[config.mk]
export PLATFORM = sky130hd
export DESIGN_NAME = regfile_wb_queue
export DESIGN_NICKNAME = d
export VERILOG_FILES = /design/src/rtl/regfile_wb_pkg.sv /design/src/rtl/regfile_wb_queue_wb_fifo.sv /design/src/rtl/regfile_wb_queue.sv
export SDC_FILE = /design/constraint.sdc
export NUM_CORES = 1
export LEC_CHECK = 0
export CAP_MARGIN = 20
export CORE_ASPECT_RATIO = 0.5
export CORE_MARGIN = 4
export CORE_UTILIZATION = 59
export DETAILED_ROUTE_END_ITERATION = 10
export GPL_ROUTABILITY_DRIVEN = 1
export PLACE_DENSITY = 0.86
export SLEW_MARGIN = 25
export SYNTH_ARGS = -nofsm -noshare
export SYNTH_HDL_FRONTEND = slang
export SYNTH_SLANG_ARGS = --single-unit
[constraint.sdc]
create_clock -name clk -period 5.3 [get_ports clk]
set_input_delay 0.795 -clock clk [delete_from_list [all_inputs] [get_ports clk]]
set_output_delay 0.795 -clock clk [all_outputs]
set_load 0.01 [all_outputs]
[src/rtl/regfile_wb_pkg.sv]
`default_nettype none
// ============================================================================
// Module      : regfile_wb_pkg
// Description : Shared types and helpers for the register-file writeback
//               queue. Defines the queued write entry (address + data) and a
//               one-hot decode of a register address, used to build the
//               per-register pending mask.
// Revision    : 1.0 - initial release
// ============================================================================
package regfile_wb_pkg;

    localparam int c_addr_width = 5;
    localparam int c_data_width = 32;
    localparam int c_num_regs   = 2 ** c_addr_width;

    // One queued register write.
    typedef struct packed {
        logic [c_addr_width-1:0] addr;
        logic [c_data_width-1:0] data;
    } wb_entry_t;

    // One-hot decode of a register address.
    function automatic logic [c_num_regs-1:0] addr_onehot(input logic [c_addr_width-1:0] addr);
        logic [c_num_regs-1:0] v;
        v       = '0;
        v[addr] = 1'b1;
        return v;
    endfunction

endpackage : regfile_wb_pkg
`default_nettype wire

[src/rtl/regfile_wb_queue_wb_fifo.sv]
`default_nettype none
// ============================================================================
// Module      : wb_fifo
// Description : Circular buffer of writeback entries. Accepts 0, 1 or 2
//               pushes per cycle (already compacted: entry0 is always the
//               older one) and 0 or 1 pop per cycle. Exposes the address and
//               valid bit of every slot so the parent can build a pending mask.
// Ports       : clk, rst           - clock, synchronous active-high reset
//               i_push_cnt         - number of entries pushed this edge (0..2)
//               i_push_entry0/1    - first / second pushed entry
//               i_pop              - pop head this edge (ignored when empty)
//               o_head             - current head entry
//               o_count            - occupied entries
//               o_entry_addr       - address held in each slot
//               o_entry_valid      - slot currently holds a queued write
// Revision    : 1.0 - initial release
// ============================================================================
module wb_fifo
    import regfile_wb_pkg::*;
#(
    parameter int DEPTH = 4
) (
    input  logic                                  clk,
    input  logic                                  rst,
    input  logic [1:0]                            i_push_cnt,
    input  wb_entry_t                             i_push_entry0,
    input  wb_entry_t                             i_push_entry1,
    input  logic                                  i_pop,
    output wb_entry_t                             o_head,
    output logic [$clog2(DEPTH):0]                o_count,
    output logic [DEPTH-1:0][c_addr_width-1:0]    o_entry_addr,
    output logic [DEPTH-1:0]                      o_entry_valid
);

    localparam int PTR_W = $clog2(DEPTH);
    localparam int CNT_W = PTR_W + 1;

    wb_entry_t          r_mem_q [DEPTH];
    wb_entry_t          w_mem_d [DEPTH];
    logic [PTR_W-1:0]   r_wptr_q, w_wptr_d;
    logic [PTR_W-1:0]   r_rptr_q, w_rptr_d;
    logic [CNT_W-1:0]   r_count_q, w_count_d;
    logic [PTR_W-1:0]   w_wptr_inc;
    logic               w_pop;

    assign w_wptr_inc = r_wptr_q + PTR_W'(1);

    always_comb begin
        w_mem_d   = r_mem_q;
        w_pop     = i_pop && (r_count_q != '0);
        // The parent only pushes when at least two slots are free, so both
        // writes always land in empty slots.
        if (i_push_cnt != 2'd0) begin
            w_mem_d[r_wptr_q] = i_push_entry0;
        end
        if (i_push_cnt == 2'd2) begin
            w_mem_d[w_wptr_inc] = i_push_entry1;
        end
        // Pointer arithmetic wraps naturally because DEPTH is a power of two.
        w_wptr_d  = r_wptr_q + PTR_W'(i_push_cnt);
        w_rptr_d  = r_rptr_q + PTR_W'(w_pop);
        w_count_d = r_count_q + CNT_W'(i_push_cnt) - CNT_W'(w_pop);
    end

    always_ff @(posedge clk) begin
        if (rst) begin
            r_wptr_q  <= '0;
            r_rptr_q  <= '0;
            r_count_q <= '0;
        end else begin
            r_wptr_q  <= w_wptr_d;
            r_rptr_q  <= w_rptr_d;
            r_count_q <= w_count_d;
        end
    end

    // Storage needs no reset; slot validity is derived from the pointers.
    always_ff @(posedge clk) begin
        r_mem_q <= w_mem_d;
    end

    assign o_head  = r_mem_q[r_rptr_q];
    assign o_count = r_count_q;

    // A slot is valid when its distance from the read pointer is below count.
    generate
        for (genvar gi = 0; gi < DEPTH; gi++) begin : g_entry
            logic [PTR_W-1:0] w_off;
            assign w_off             = PTR_W'(gi) - r_rptr_q;
            assign o_entry_addr[gi]  = r_mem_q[gi].addr;
            assign o_entry_valid[gi] = ({1'b0, w_off} < r_count_q);
        end
    endgenerate

endmodule : wb_fifo
`default_nettype wire

[src/rtl/regfile_wb_queue.sv]
`default_nettype none
// ============================================================================
// Module      : regfile_wb_queue
// Description : Writeback queue between two execution lanes and the register
//               file write port. Buffers up to two writes per cycle in program
//               order (lane 0 older), drains one per cycle into an output
//               register that drives WE3/ADDR3/WD3, and exports a pending mask
//               of registers with writes still in flight. Writes to x0 are
//               dropped. ADDR_WIDTH/DATA_WIDTH must match the package entry.
// Ports       : clk, rst                    - clock, sync active-high reset
//               in0_valid/addr/data         - lane 0 write (older)
//               in1_valid/addr/data         - lane 1 write (younger)
//               in_ready                    - both lanes can be accepted
//               we/waddr/wdata              - register file write port
//               pending                     - per-register in-flight mask
//               count                       - queued entries (excl. output)
// Revision    : 1.0 - initial release
// ============================================================================
module regfile_wb_queue
    import regfile_wb_pkg::*;
#(
    parameter int ADDR_WIDTH = 5,
    parameter int DATA_WIDTH = 32,
    parameter int DEPTH      = 4
) (
    input  logic                      clk,
    input  logic                      rst,
    input  logic                      in0_valid,
    input  logic [ADDR_WIDTH-1:0]     in0_addr,
    input  logic [DATA_WIDTH-1:0]     in0_data,
    input  logic                      in1_valid,
    input  logic [ADDR_WIDTH-1:0]     in1_addr,
    input  logic [DATA_WIDTH-1:0]     in1_data,
    output logic                      in_ready,
    output logic                      we,
    output logic [ADDR_WIDTH-1:0]     waddr,
    output logic [DATA_WIDTH-1:0]     wdata,
    output logic [2**ADDR_WIDTH-1:0]  pending,
    output logic [$clog2(DEPTH):0]    count
);

    localparam int              CNT_W       = $clog2(DEPTH) + 1;
    // Ready while at least two slots are free, i.e. count <= DEPTH-2.
    localparam logic [CNT_W-1:0] c_ready_max = CNT_W'(DEPTH - 2);

    logic [CNT_W-1:0]                  w_count;
    wb_entry_t                         w_head;
    logic [DEPTH-1:0][ADDR_WIDTH-1:0]  w_entry_addr;
    logic [DEPTH-1:0]                  w_entry_valid;

    wb_entry_t          w_e0, w_e1, w_push_e0;
    logic               w_acc0, w_acc1, w_pop;
    logic [1:0]         w_push_cnt;

    logic                    r_we_q,    w_we_d;
    logic [ADDR_WIDTH-1:0]   r_waddr_q, w_waddr_d;
    logic [DATA_WIDTH-1:0]   r_wdata_q, w_wdata_d;
    logic [2**ADDR_WIDTH-1:0] w_pending;

    // Registered count only: no combinational path from the valid inputs.
    assign in_ready = (w_count <= c_ready_max);

    assign w_e0.addr = in0_addr;
    assign w_e0.data = in0_data;
    assign w_e1.addr = in1_addr;
    assign w_e1.data = in1_data;

    always_comb begin
        w_acc0     = in_ready && in0_valid && (in0_addr != '0);
        w_acc1     = in_ready && in1_valid && (in1_addr != '0);
        w_push_cnt = {1'b0, w_acc0} + {1'b0, w_acc1};
        // Compact so the first pushed slot is always the oldest accepted write.
        w_push_e0  = w_acc0 ? w_e0 : w_e1;
        w_pop      = (w_count != '0);
    end

    wb_fifo #(
        .DEPTH (DEPTH)
    ) u_fifo (
        .clk           (clk),
        .rst           (rst),
        .i_push_cnt    (w_push_cnt),
        .i_push_entry0 (w_push_e0),
        .i_push_entry1 (w_e1),
        .i_pop         (w_pop),
        .o_head        (w_head),
        .o_count       (w_count),
        .o_entry_addr  (w_entry_addr),
        .o_entry_valid (w_entry_valid)
    );

    // Output register: address/data hold their last value on idle cycles.
    always_comb begin
        w_we_d    = w_pop;
        w_waddr_d = w_pop ? w_head.addr : r_waddr_q;
        w_wdata_d = w_pop ? w_head.data : r_wdata_q;
    end

    always_ff @(posedge clk) begin
        if (rst) begin
            r_we_q    <= 1'b0;
            r_waddr_q <= '0;
            r_wdata_q <= '0;
        end else begin
            r_we_q    <= w_we_d;
            r_waddr_q <= w_waddr_d;
            r_wdata_q <= w_wdata_d;
        end
    end

    always_comb begin
        w_pending = '0;
        for (int i = 0; i < DEPTH; i++) begin
            if (w_entry_valid[i]) begin
                w_pending = w_pending | addr_onehot(w_entry_addr[i]);
            end
        end
        if (r_we_q) begin
            w_pending = w_pending | addr_onehot(r_waddr_q);
        end
        // x0 is never written, so it is never pending.
        w_pending[0] = 1'b0;
    end

    assign we      = r_we_q;
    assign waddr   = r_waddr_q;
    assign wdata   = r_wdata_q;
    assign pending = w_pending;
    assign count   = w_count;

endmodule : regfile_wb_queue
`default_nettype wire

==> impl_metrics.env, run 1 <==
export IMPL_outcome="finished clean"
export IMPL_finalMaxSlewViolations=0
export IMPL_rows=33
export IMPL_ys_seq_elements=193
export IMPL_final_common_cell="dfxtp_1"
export IMPL_finalHoldViolations=0
export IMPL_cts_root_buf="clkbuf_16"
export IMPL_power_density_nw_per_um2=686
export IMPL_finalCritPeriodShare=0.882
export IMPL_area_growth_pct=21.9
export IMPL_met2_usage=0.585
export IMPL_firstDrtPassIters=7
export IMPL_swShare=0.426
export IMPL_clock_skew_ns=0.0174
export IMPL_coreArea_um2=16500
export IMPL_port_buffers=150
export IMPL_crit_chain="buf_4, inv_1, ha_1, nor2b_1, a2111oi_2, a22oi_1, nand4_1, clkdlybuf4s50_1"
export IMPL_crit_start="u_fifo.r_rptr_q[1]$_SDFF_PP0_"
export IMPL_clkPwrFrac=0.154
export IMPL_die_width_um=192
export IMPL_routedWlPerCell_um=25.1
export IMPL_grt_pass1_vias=9934
export IMPL_worstSkewPairLatency_ns=0.45
export IMPL_p_leak_nw=4.76
export IMPL_syn_avg_cell_area_um2=9.52
export IMPL_ys_warn_count=0
export IMPL_pwr_share_seq=0.334
export IMPL_n_antenna_cell=0
export IMPL_critPathRequiredTime_ns=4.51
export IMPL_placed_area_um2=11600
export IMPL_use_met3=0.0712
export IMPL_worst_slew_pin_transition_ns=1.07
export IMPL_syn_area_um2=10000
export IMPL_slowest_delay_ns=1.02
export IMPL_cts_buffers=17
export IMPL_post_dp_hpwl_mm=21.7
export IMPL_fin_util=0.739
export IMPL_final_setup_viol_count=0
export IMPL_worst_setup_hold_path_clk_slew_ns=0.08
export IMPL_cts_resized=0
export IMPL_clock_sinks=193
export IMPL_fillCellCount=1169
export IMPL_stdcell_area_um2=12200
export IMPL_crit_fanout=40
export IMPL_setup_tns_ns=0
export IMPL_timing_rr_end="u_fifo.o_entry_addr[10]$_DFF_P_"
export IMPL_cts_hold_buf=0
export IMPL_rsz0062_at_grt="no"
export IMPL_postSynth_asyncResetShare=0
export IMPL_slew_headroom=0.284
export IMPL_clockBufferDepth=2
export IMPL_drive_gt1_frac=0.0942
export IMPL_placedCellCount=1352
export IMPL_regArea_um2=3870
export IMPL_syn_nets=1142
export IMPL_fmax_mhz=214
export IMPL_seq_area_frac_synth=0.386
export IMPL_multiInputGateArea_um2=5720
export IMPL_cp_start_kind="flop"
export IMPL_finalCriticalPeriod_ns=4.68
export IMPL_internal_power_w=0.00480
export IMPL_r2r_start="u_fifo.o_count[2]$_SDFF_PP0_"
export IMPL_antenna_found_initial=1
export IMPL_mostFrequentLayoutCells="dfxtp_1, clkdlybuf4s50_1, a221o_1"
export IMPL_synth_edf_count=0
export IMPL_synthFlopType="dfxtp_1"
export IMPL_cts_tree="built"
export IMPL_synthCells=1051
export IMPL_gp_congestion=0.987
export IMPL_reg2reg_slack_ns=1.41
export IMPL_die_area_um2=19200
export IMPL_crit_end="pending[10]"
export IMPL_htreeDepth=4
export IMPL_postRouteAntennaNets=0
export IMPL_finalWirelength_mm=34.8
export IMPL_drc_errors=0
export IMPL_ys_types=53
export IMPL_pwr_share_comb=0.512
export IMPL_start_util=0.606
export IMPL_maxCapViolations=0
export IMPL_hold_path_class="flop to flop"
export IMPL_crit_path_end_kind="primary output"
export IMPL_ioPinCount=152
export IMPL_final_nets=1235
export IMPL_path_class="flop to primary output"
export IMPL_grt_use_total=0.353
export IMPL_p_sw_w=0.00357
export IMPL_vdd_ir_drop_max_uv=342
export IMPL_die_y_um=100
export IMPL_grt_max_degree=74
export IMPL_vias=9973
export IMPL_overflow=0
export IMPL_postCtsSetupBuffers=0
export IMPL_r2r_cells=9
export IMPL_grtUsageMet1=0.445
export IMPL_worstHoldStart="wdata[30]$_SDFFE_PP0N_"
export IMPL_crit_arrival_ns=3.88
export IMPL_grt_pass1_wl_mm=54.0
export IMPL_routed_via_density=7.21
export IMPL_busiest_layer="met2"
export IMPL_fin_cells=1384
export IMPL_cpMaxStageDelayCell="a2111oi_2"
export IMPL_drt_iter0_markers=1127
-- synth_stat cells (3+ instances only) --
master,instances,area (um2)
a2111oi_0,6,52.6
inv_1,17,63.8
a22oi_1,41,308
nor2_1,30,113
buf_1,16,60.1
a32oi_1,7,61.3
and2_1,40,250
buf_4,5,37.5
a21o_1,3,22.5
buf_2,11,55.1
buf_6,8,90.1
a2111oi_1,3,30.0
nor3b_1,7,52.6
nand2b_1,8,50.1
nor3_1,7,35.0
ha_1,12,150
nand3_1,49,245
a211oi_1,5,37.5
xnor2_1,4,35.0
o22ai_1,3,18.8
nand4_1,24,150
and3_1,72,450
nand2_1,104,390
clkbuf_1,57,214
and3b_1,3,26.3
dfxtp_1,193,3860
nor4_1,8,50.1
mux4_2,37,833
a21oi_1,40,200
nor2b_1,58,363
a221o_1,142,1420
-- metal layers --
layer / vias up / part of all wire
li1: 4254 / -
met1: 4796 / 0.38
met2: 789 / 0.47
met3: 132 / 0.11
met4: 2 / 0.037
met5: - / 0.00052
-- metrics by stage --
stage                     power [W]  worst slack, ns  hold WS, ns
after CTS                   0.00824            0.717        0.454
after global placement      0.00673            0.945        0.440
after global routing        0.00875            0.432        0.468
after detailed placement    0.00692            0.905        0.445
final                       0.00837            0.623        0.453
after floorplan             0.00539             1.79        0.450
-- cell type report --
type / instances / area share
multi-input cells: 743 / 0.469
flip-flops and latches: 193 / 0.317
repair buffers: 171 / 0.137
clock buffers: 18 / 0.0352
well taps: 227 / 0.0233
clock inverters: 14 / 0.0130
inverters: 18 / 0.00554
-- cell families (layout without fill, tap and decap cells) --
logic type,Yosys count,count (layout),share of synthesized area
and+or+nand+nor,417,417,0.223
AOI/OAI and AO/OA,267,267,0.231
DFF,193,193,0.386
buffers and inverters,115,221,0.0524
muxes,39,39,0.0853
adders and majority gates,13,13,0.0170
xor gates and xnor gates,6,6,0.00525
other,1,1,0.000375
-- power by group through the flow --
| stage | clock (W) | combinational, W | sequential [W] |
|---|---|---|---|
| floorplan | 0 | 0.00284 | 0.00255 |
| global placement | 0 | 0.00400 | 0.00273 |
| detailed placement | 0 | 0.00416 | 0.00276 |
| CTS | 0.00129 | 0.00419 | 0.00275 |
| global route | 0.00135 | 0.00455 | 0.00285 |
| finish | 0.00129 | 0.00428 | 0.00280 |
-- worst min-delay path by stage --
stage | cells past startpoint | slack, ns | endpoint
finish | 2 | 0.45 | wdata[30]$_SDFFE_PP0N_
global route | 2 | 0.47 | wdata[3]$_SDFFE_PP0N_
CTS | 2 | 0.45 | wdata[31]$_SDFFE_PP0N_
detailed placement | 2 | 0.44 | wdata[30]$_SDFFE_PP0N_
global placement | 2 | 0.44 | wdata[10]$_SDFFE_PP0N_
floorplan | 1 | 0.45 | u_fifo.r_mem_q[37]$_DFF_P_
-- registers in the layout, indices dropped and copies added, names as in the netlist --
register and cells:
u_fifo.r_mem_q 128, wdata 32, u_fifo.o_entry_addr 20, waddr 5, u_fifo.o_count 3, u_fifo.r_rptr_q 2, u_fifo.r_wptr_q 2, we 1
-- critical path, delay by kind of cell (launching register included) --
kind	cells	cell delay (ns)
DFF	1	0.34
adders and majority gates	1	0.33
AOI/OAI and AO/OA	2	1.19
buffers and inverters	3	1.18
and+or+nand+nor	2	0.40
Note: power is estimated with default switching activity, not from simulation.
==> inputs of run 2 (changes only) <==
--- a/config.mk
+++ b/config.mk
@@ -6,7 +6,6 @@
 export NUM_CORES = 1
 export LEC_CHECK = 0
 export CAP_MARGIN = 20
-export CORE_ASPECT_RATIO = 0.5
 export CORE_MARGIN = 4
 export CORE_UTILIZATION = 59
 export DETAILED_ROUTE_END_ITERATION = 10
==> impl_metrics.env, run 2 (synthesis results as in run 1) <==
export IMPL_ioPinCount=152
export IMPL_timing_rr_end="u_fifo.o_count[2]$_SDFF_PP0_"
export IMPL_antenna_found_initial=0
export IMPL_gp_congestion=1.01
export IMPL_cp_start_kind="flop"
export IMPL_cts_resized=0
export IMPL_top_register="u_fifo.r_mem_q"
export IMPL_crit_path_end_kind="primary output"
export IMPL_clock_skew_ns=0.00952
export IMPL_grt_use_total=0.330
export IMPL_start_util=0.604
export IMPL_fmax_mhz=221
export IMPL_finalCritPeriodShare=0.852
export IMPL_coreArea_um2=16600
export IMPL_hold_path_class="flop to flop"
export IMPL_p_leak_nw=4.79
export IMPL_slew_headroom=0.321
export IMPL_setup_tns_ns=0
export IMPL_outcome="finished clean"
export IMPL_grt_pass1_wl_mm=51.8
export IMPL_reg2reg_slack_ns=1.85
export IMPL_clock_sinks=193
export IMPL_overflow=0
export IMPL_grt_pass1_vias=9397
export IMPL_power_density_nw_per_um2=690
export IMPL_worstSkewPairLatency_ns=0.43
export IMPL_final_setup_viol_count=0
export IMPL_rsz0062_at_grt="no"
export IMPL_placedCellCount=1347
export IMPL_drt_iter0_markers=1375
export IMPL_finalCriticalPeriod_ns=4.51
export IMPL_worstHoldStart="wdata[30]$_SDFFE_PP0N_"
export IMPL_routed_via_density=7.01
export IMPL_finalWirelength_mm=32.7
export IMPL_clockBufferDepth=2
export IMPL_min_to="wdata[30]$_SDFFE_PP0N_"
export IMPL_holdPathStages=2
export IMPL_firstDrtPassIters=6
export IMPL_vias=9661
export IMPL_finalHoldViolations=0
export IMPL_crit_arrival_ns=3.72
export IMPL_port_buffers=150
export IMPL_postRouteAntennaNets=0
export IMPL_htreeDepth=4
export IMPL_path_class="flop to primary output"
export IMPL_drive_gt1_frac=0.0932
export IMPL_final_nets=1237
export IMPL_fin_cells=1379
export IMPL_die_y_um=138
export IMPL_cts_buffers=17
export IMPL_die_area_um2=19100
export IMPL_cts_hold_buf=0
export IMPL_largest_reg_flops=128
export IMPL_worst_slew_pin_transition_ns=1.01
export IMPL_cts_tree="built"
export IMPL_worst_setup_hold_path_clk_slew_ns=0.07
export IMPL_postCtsSetupBuffers=0
export IMPL_area_growth_pct=22.1
export IMPL_grt_max_degree=73
export IMPL_n_antenna_cell=0
export IMPL_drc_errors=0
export IMPL_mostFrequentLayoutCells="dfxtp_1, clkdlybuf4s50_1, a221o_1"
export IMPL_r2r_start="u_fifo.o_count[2]$_SDFF_PP0_"
export IMPL_critPathRequiredTime_ns=4.51
export IMPL_crit_fanout=40
export IMPL_r2r_cells=11
export IMPL_cts_root_buf="clkbuf_16"
export IMPL_rows=47
export IMPL_finalMaxSlewViolations=0
export IMPL_die_width_um=138
export IMPL_post_dp_hpwl_mm=20.9
export IMPL_vdd_ir_drop_max_uv=605
export IMPL_maxCapViolations=0
export IMPL_routedWlPerCell_um=23.7
export IMPL_final_common_cell="dfxtp_1"
==> run 2: changes by cell type in the layout (fill, tap and decap cells not counted), moves of 2 or more <==
cell       delta
a2111oi_1     +4
buf_4         +2
a2111oi_2     -2
clkinv_4      -2
bufinv_16     +4
==> run 2: worst max-delay path, cell delays in order, from the launching register on <==
cell and delay (ns):
dfxtp_2 0.34, buf_4 0.54, inv_1 0.10, ha_1 0.33, a211oi_1 0.13, nor4_1 0.92
a22oi_1 0.25, nand3_1 0.15, clkdlybuf4s50_1 0.54
==> run 2: cell type report <==
cell class                 count  area [um2]
clock buffer                  18         429
clock inverter                14         221
fill                        1202        4360
inverter                      18        67.6
multi-input combinational    743        5690
sequential                   193        3870
tap                          220         275
timing repair buffer         173        1680
==> run 2: worst max-delay path by stage <==
stage          slack, ns  cells past startpoint                          start                            to
5_1_grt             0.54                      8  u_fifo.r_rptr_q[1]$_SDFF_PP0_                   pending[31]
6_report            0.79                      8  u_fifo.r_rptr_q[1]$_SDFF_PP0_                   pending[13]
4_1_cts             0.78                      8  u_fifo.r_rptr_q[1]$_SDFF_PP0_                   pending[26]
2_1_floorplan       1.79                     13                    in0_addr[1]  u_fifo.o_count[2]$_SDFF_PP0_
3_3_place_gp        1.21                      8  u_fifo.r_rptr_q[1]$_SDFF_PP0_                   pending[26]
3_5_place_dp        1.25                     10                    in0_addr[1]    u_fifo.r_mem_q[89]$_DFF_P_
==> run 2: per-layer routing <==
metal	GRT usage	up-vias	wire (um)
met4	0.120	0	954
met1	0.439	4615	13100
li1	-	4246	-
met2	0.530	707	15200
met5	0	-	0
met3	0.0749	93	3430
==> run 2: power breakdown <==
part	leakage, nW	internal, W	switching, W
Clock	0.311	0.000809	0.000609
Sequential	1.61	0.00217	0.000622
Combinational	2.87	0.00200	0.00223
Total	4.79	0.00497	0.00346
==> run 2: through the flow <==
step | hold slack, ns | setup slack [ns] | area, um2 | utilization | power, W
5_1_grt | 0.467 | 0.543 | 12200 | 0.737 | 0.00884
3_5_place_dp | 0.444 | 1.25 | 11600 | 0.697 | 0.00685
3_3_place_gp | 0.438 | 1.21 | 11500 | 0.696 | 0.00674
4_1_cts | 0.453 | 0.780 | 12200 | 0.737 | 0.00832
6_report | 0.450 | 0.785 | 12200 | 0.737 | 0.00843
2_1_floorplan | 0.450 | 1.79 | 10000 | - | 0.00539
